==> src/rtl/arith_accum_unit.sv <==
// Registered signed add/sub with running accumulator and saturating overflow-event counter.
// Latency 1 cycle, 1 op/cycle; in_ready drops while an unconsumed result is held (out_ready=0).
// Optional ARITH_SAT_EN: clamp result/acc on signed overflow instead of wrapping.
module arith_accum_unit #(
    parameter int WIDTH = 8,
    parameter int CNT_W = 4
) (
    input  logic             clk,
    input  logic             reset_n,
    input  logic             in_valid,
    output logic             in_ready,
    input  logic [1:0]       op,
    input  logic [WIDTH-1:0] a,
    input  logic [WIDTH-1:0] b,
    output logic             out_valid,
    input  logic             out_ready,
    output logic [WIDTH-1:0] result,
    output logic             overflow,
    output logic [WIDTH-1:0] acc,
    output logic [CNT_W-1:0] ovf_count,
    input  logic             clr_count
);

    localparam logic [WIDTH-1:0] POS_MAX = {1'b0, {(WIDTH-1){1'b1}}};
    localparam logic [WIDTH-1:0] NEG_MIN = {1'b1, {(WIDTH-1){1'b0}}};
    localparam logic [CNT_W-1:0] CNT_MAX = '1;

    logic [WIDTH-1:0] x, y, y_eff, sum, next_res;
    logic             next_ovf;
    logic             accept;

    assign in_ready = reset_n & (~out_valid | out_ready);
    assign accept   = in_valid & in_ready;

    always_comb begin
        x        = op[1] ? acc : a;
        y        = op[1] ? a : b;
        y_eff    = op[0] ? ~y : y;
        sum      = x + y_eff + {{(WIDTH-1){1'b0}}, op[0]};
        if (op[0])
            next_ovf = (x[WIDTH-1] != y[WIDTH-1]) && (sum[WIDTH-1] != x[WIDTH-1]);
        else
            next_ovf = (x[WIDTH-1] == y[WIDTH-1]) && (sum[WIDTH-1] != x[WIDTH-1]);
`ifdef ARITH_SAT_EN
        // Overflow direction always follows the sign of X for both add and sub.
        next_res = next_ovf ? (x[WIDTH-1] ? NEG_MIN : POS_MAX) : sum;
`else
        next_res = sum;
`endif
    end

    always_ff @(posedge clk) begin
        if (!reset_n) begin
            out_valid <= 1'b0;
            result    <= '0;
            overflow  <= 1'b0;
            acc       <= '0;
            ovf_count <= '0;
        end else begin
            if (accept) begin
                out_valid <= 1'b1;
                result    <= next_res;
                overflow  <= next_ovf;
                acc       <= next_res;
            end else if (out_ready) begin
                out_valid <= 1'b0;
            end

            if (clr_count)
                ovf_count <= '0;
            else if (accept && next_ovf && ovf_count != CNT_MAX)
                ovf_count <= ovf_count + 1'b1;
        end
    end

endmodule

==> config.mk <==
export PLATFORM = sky130hd
export DESIGN_NAME = arith_accum_unit
export DESIGN_NICKNAME = d
export VERILOG_FILES = /design/src/rtl/arith_accum_unit.sv
export SDC_FILE = /design/constraint.sdc
export NUM_CORES = 1
export LEC_CHECK = 0
export ABC_AREA = 1
export CAP_MARGIN = 20
export CELL_PAD_IN_SITES_DETAIL_PLACEMENT = 2
export CELL_PAD_IN_SITES_GLOBAL_PLACEMENT = 2
export CORE_MARGIN = 2
export CORE_UTILIZATION = 25
export DETAILED_ROUTE_END_ITERATION = 7
export GPL_TIMING_DRIVEN = 0
export PLACE_DENSITY_LB_ADDON = 0.25
export SLEW_MARGIN = 20
export SYNTH_ARGS = -nofsm -noshare
export SYNTH_HDL_FRONTEND = slang
export SYNTH_SLANG_ARGS = --single-unit
==> constraint.sdc <==
create_clock -name clk -period 3.8 [get_ports clk]
set_clock_uncertainty 0.1 [all_clocks]
set_input_delay 0.57 -clock clk [delete_from_list [all_inputs] [get_ports clk]]
set_output_delay 0.57 -clock clk [all_outputs]
set_load 0.005 [all_outputs]
After elaboration in Yosys (flattened, before gate mapping)

Cells that the tools add are included.

Add/sub/neg operators: 3
Shift-type cells: 0
Multiplexer cells: 6
Bitwise gates (word level): 6
Divide/modulo/power cells: 0
Reduce and logical (&&, ||, !) cells: 6
$lt $le $gt $ge: 0
$mul: 0
Eq/ne operators: 4

Operators with widths:

| kind                                        | number |
|---|---|
| 2-to-1 mux 8 bit                            | 3 |
| adder 8 x 1 -> 8 bit                        | 1 |
| adder 8 bit                                 | 1 |
| inverter 8 bit                              | 1 |
| adder 4 x 1 -> 4 bit, second input constant | 1 |
| logical AND 1 bit                           | 4 |
| != test 4 bit, second input constant        | 1 |
| 2-to-1 mux 1 bit                            | 3 |
| AND 1 bit                                   | 2 |
| != test 1 bit                               | 2 |
| inverter 1 bit                              | 2 |
| nonzero test 2 bit                          | 1 |
| OR reduction 2 bit                          | 1 |
| equality test 1 bit                         | 1 |
| bitwise OR 1 bit                            | 1 |

Memories: 0
Output and inout port bits: 23
Register bits after elaboration: 14
Bits in writable memories: 0
Memory bits (read-only): 0
Latch bits: 0

Logic depth before layout (Yosys ltp)

Word-level depth: 10
Depth in mapped cells: 19

Worst setup path before layout

Ideal clock, no wire load.

Path type: in2reg
Start point: input port op[1]
End point: register ovf_count[0]
Arrival time: 2.427 ns
Required time: 3.587 ns
Buffers on the path: 2
Slack: 1.160 ns
Stages on the path: 17
Library setup time: 0.113 ns
Cell sequence: buf_6 -> inv_6 -> clkbuf_1 -> nand2_1 -> o21ai_0 -> xor2_1 -> ha_1 -> inv_1 -> o21ai_0 -> inv_1 -> o21a_1 -> nand2_2 -> nand2_2 -> nand2_4 -> nand3_4 -> nor2_1 -> nor2_1

Word-level cells in the longest chain between the ends: 10
Elaborated cells between the ends (all ways): 14
Those cells by class: add/sub: 2; eq/ne: 3; mux: 4; bitwise: 1; reduce/logical: 4

Ends and longest elaborated chain:

| element                                     | line   | text |
|---|---|---|
| start, declared                             | 12     | `input logic [1:0] op,` |
| 2-to-1 mux 8 bit                            | 37     | `y = op[1] ? a : b;` |
| inverter 8 bit                              | 38     | `y_eff = op[0] ? ~y : y;` |
| 2-to-1 mux 8 bit                            | 38     |  |
| adder 8 bit                                 | 39     | `sum = x + y_eff + {{(WIDTH-1){1'b0}}, op[0]};` |
| adder 8 x 1 -> 8 bit                        | 39     |  |
| != test 1 bit                               | 41, 43 |  |
| logical AND 1 bit, on equally long branches | 43, 41 |  |
| 2-to-1 mux 1 bit *                          | 40     | `if (op[0])` |
| logical AND 1 bit * (2 in a row)            | 71     | `else if (accept && next_ovf && ovf_count != CNT_MAX)` |
| end signal, assigned                        | 72     | `ovf_count <= ovf_count + 1'b1;` |
| end, declared                               | 20     | `output logic [CNT_W-1:0] ovf_count,` |

Mark *: on every way between the ends. The rest lies on a longest branch, timed or not.
A chain may end at the register's enable or synchronous reset.

Final worst setup path

Same ends and word-level chain as after synthesis.

==> key figures <==
Route
  – Drt wl/cell: approximately 12 um
  – Via count: between 1000 and 1500
  – WL final: between 3000 and 4000 um
  – Post-route antenna net violation count: 0
  – Via density: about 4.3
  – First DRT Iteration DRCs: 8
  – DRC viols: 0
  – Initial DRT Pass Iterations: 4

STA
  – Fmax: around 370 MHz
  – Slew headroom: 0.716
  – Max-slew violations: 0
  – Ratio of final minimum period to clock period: 0.721
  – RSZ-0062 raised after global routing: false
  – Fin crit period: ~2.7 ns
  – Final TNS setup: 0 ns
  – Final WS setup: around 1.1 ns
  – Final hold violation count: 0
  – Worst Max-Slew Pin Slew: between 0.4 and 0.5 ns
  – Final count of negative-setup-slack endpoints: 0

Power and ir drop
  – Leak: around 0.85 nW
  – Power Density: around 330 nW/um^2
  – P_sw: just over 0.2 mW
  – Sw Share: 0.342
  – Maximum vdd drop: between 90 and 100 uV
  – Reg power frac: 0.293
  – Clock share of power: 0.247
  – Combinational share of power: 0.460
  – Int Pwr: ~0.40 mW

Placement
  – Area after DPL: 1790 um^2
  – Post-DP HPWL: about 3000 um
  – Port-buffer cells: between 40 and 50
  – Place WS: around 0.73 ns
  – Dpl cells: between 300 and 400
  – GPL Wtd Cong: roughly 0.8

CTS
  – CTS Buf Count: 3
  – Clock root buffer: clkbuf_8
  – H-tree depth: 1
  – CTS tree: done
  – Bufs on Longest Clock Path: 2
  – Post-cts sizing count: 0
  – Reg clk slew, reported paths: about 0.060 ns
  – Worst-Skew Late Latency: around 0.25 ns
  – CTS sink cnt: 14
  – Total setup buffers inserted after CTS: 0
  – Cts hold-fix bufs: 0

Synthesis
  – Mapped Avg Cell Area: approximately 6.8 um^2
  – Yosys Warn Count: 0
  – Cell area after synthesis: approximately 1300 um^2
  – Post-synthesis net count: 220
  – EDFF count, synth: 0
  – Synth top area cells: dfxtp_1 22%, nand2_1 12%, o21ai_0 8.2%, inv_1 7.3%, ha_1 6.8%
  – Synth Instances: ~190
  – Synth top area share: 0.218
  – Sequential fraction of the synthesis area: 0.218
  – #FFs+latches synth: 14
  – Asr flop ratio synth: 0
  – Count leader, synth: nand2_1
  – Distinct cell type count after synthesis: 26
  – Ys flop type: dfxtp_1
  – Largest area contributor in the netlist: dfxtp_1
  – Most frequent cells after synthesis: 41 x nand2_1, 25 x inv_1, 21 x o21ai_0

GRT
  – GRT Total Usage: 0.135
  – M3 GR Usage: 0.0198
  – Largest net degree at the start of global routing: 11
  – First-pass GRT wire length: 5880 um
  – Grt met1 use: 0.180
  – Gr ovfl total: 0
  – Number of global-route vias before repair: 1293
  – Initial antenna violation count: 0
  – GR Util met2: 0.223
  – GR peak layer: met2

Floorplanning
  – Die ar.: around 5700 um^2
  – I/O Pins: 46
  – Die W: between 70 and 80 um
  – Initial Utilization: 0.255
  – # rows: 26
  – Chip height: 75.7 um
  – Core ar.: 5040 um^2

Worst setup path
  – R2r setup slk: roughly 1.7 ns
  – CP Data Required Time: 3.88 ns
  – Crit. End Element: register
  – Arrival @ worst endpoint: ~2.8 ns
  – CP Launch Type: input port
  – Setup CP Type: in -> reg
  – Critical path peak fanout: 10

Layout
  – Ratio of cells with drive above 1 in the final layout: 0.149
  – Area Growth Syn to Fin: 43.9%
  – Final #Nets: roughly 270
  – Layout Cells excl Fill: approximately 310
  – Post-route cell area: ~1800 um^2
  – # fillers: slightly above 600
  – Antenna diode count: 0

Run status
  – Outcome: completed

Run
  – Max cap viols: 0

Min path
  – Hold crit path type: reg -> reg
[stage by stage]
stage | power, mW | hold WS [ns] | utilization
CTS | 0.621 | 0.382 | 0.366
detailed placement | 0.466 | 0.372 | 0.355
floorplan | 0.349 | 0.359 | -
global placement | 0.460 | 0.360 | 0.355
global route | 0.660 | 0.403 | 0.366
finish | 0.608 | 0.379 | 0.366
[area by class of cell]
class	count	area (um^2)	area share
multi-input cells	134	796	0.431
plain buffers	14	101	0.0549
repair buffers	42	420	0.228
well taps	70	87.6	0.0474
clock buffers	4	55.1	0.0298
inverters	27	106	0.0576
flip-flops and latches	14	280	0.152
[logic make-up after synthesis]
family,Yosys count,share of synthesized area
buffers and inverters,41,0.162
and+or+nand+nor,79,0.306
AOI/OAI and AO/OA,34,0.135
DFF,14,0.218
adders and majority gates,8,0.0838
xor gates and xnor gates,13,0.0946
[power by group through the flow]
| stage | registers (mW) | logic [mW] | clock network [mW] |
|---|---|---|---|
| finish | 0.178 | 0.280 | 0.151 |
| global route | 0.180 | 0.315 | 0.165 |
| CTS | 0.178 | 0.287 | 0.156 |
| detailed placement | 0.181 | 0.284 | 0 |
| global placement | 0.181 | 0.279 | 0 |
| floorplan | 0.179 | 0.171 | 0 |
[worst max-delay path: stages]
cell and delay [ns]:
buf_6 0.12, inv_6 0.08, clkbuf_1 0.34, nand2_1 0.09, o21ai_0 0.11, xor2_1 0.10, ha_1 0.39, inv_1 0.06
o21ai_0 0.15, inv_1 0.07, o21a_1 0.20, nand2_2 0.09, nand2_2 0.06, nand2_4 0.10, nand3_4 0.09, nand2_1 0.07
nand2_1 0.04, nor2_1 0.08
[sequential cells by signal, indices dropped and copies added, names as in the netlist]
name and cells:
ovf_count 4, acc 8, overflow 1, out_valid 1
[worst paths after layout]
path,start,endpoint,cells after the start
setup / recovery,op[1],ovf_count[0],18
hold / removal,overflow,overflow,2
setup reg to reg,acc[0],acc[6],15
hold reg to reg,overflow,overflow,2
[per-layer routing]
layer	vias to the layer above	wire length, um
met3	2	120
met5	-	0
li1	683	-
met2	26	1680
met1	595	1810
met4	0	40
[cell usage in the layout, fill, tap and decap left out]
cell,n
nand2_2,12
inv_2,1
ha_1,7
buf_4,9
o21a_1,1
a31oi_1,1
nand2_1,41
a21oi_1,10
nand2_4,2
clkdlybuf4s50_1,42
nand3_2,1
o21ai_0,21
nor2_4,1
clkbuf_1,3
xor2_1,9
xnor2_1,3
nor2_1,6
xor2_2,1
nand3_1,11
inv_6,1
dfxtp_1,14
nand3_4,1
buf_6,2
fa_1,1
o21ai_1,1
clkbuf_8,4
nand4_1,4
inv_1,25
No activity file was read; power rests on OpenSTA's default activity.
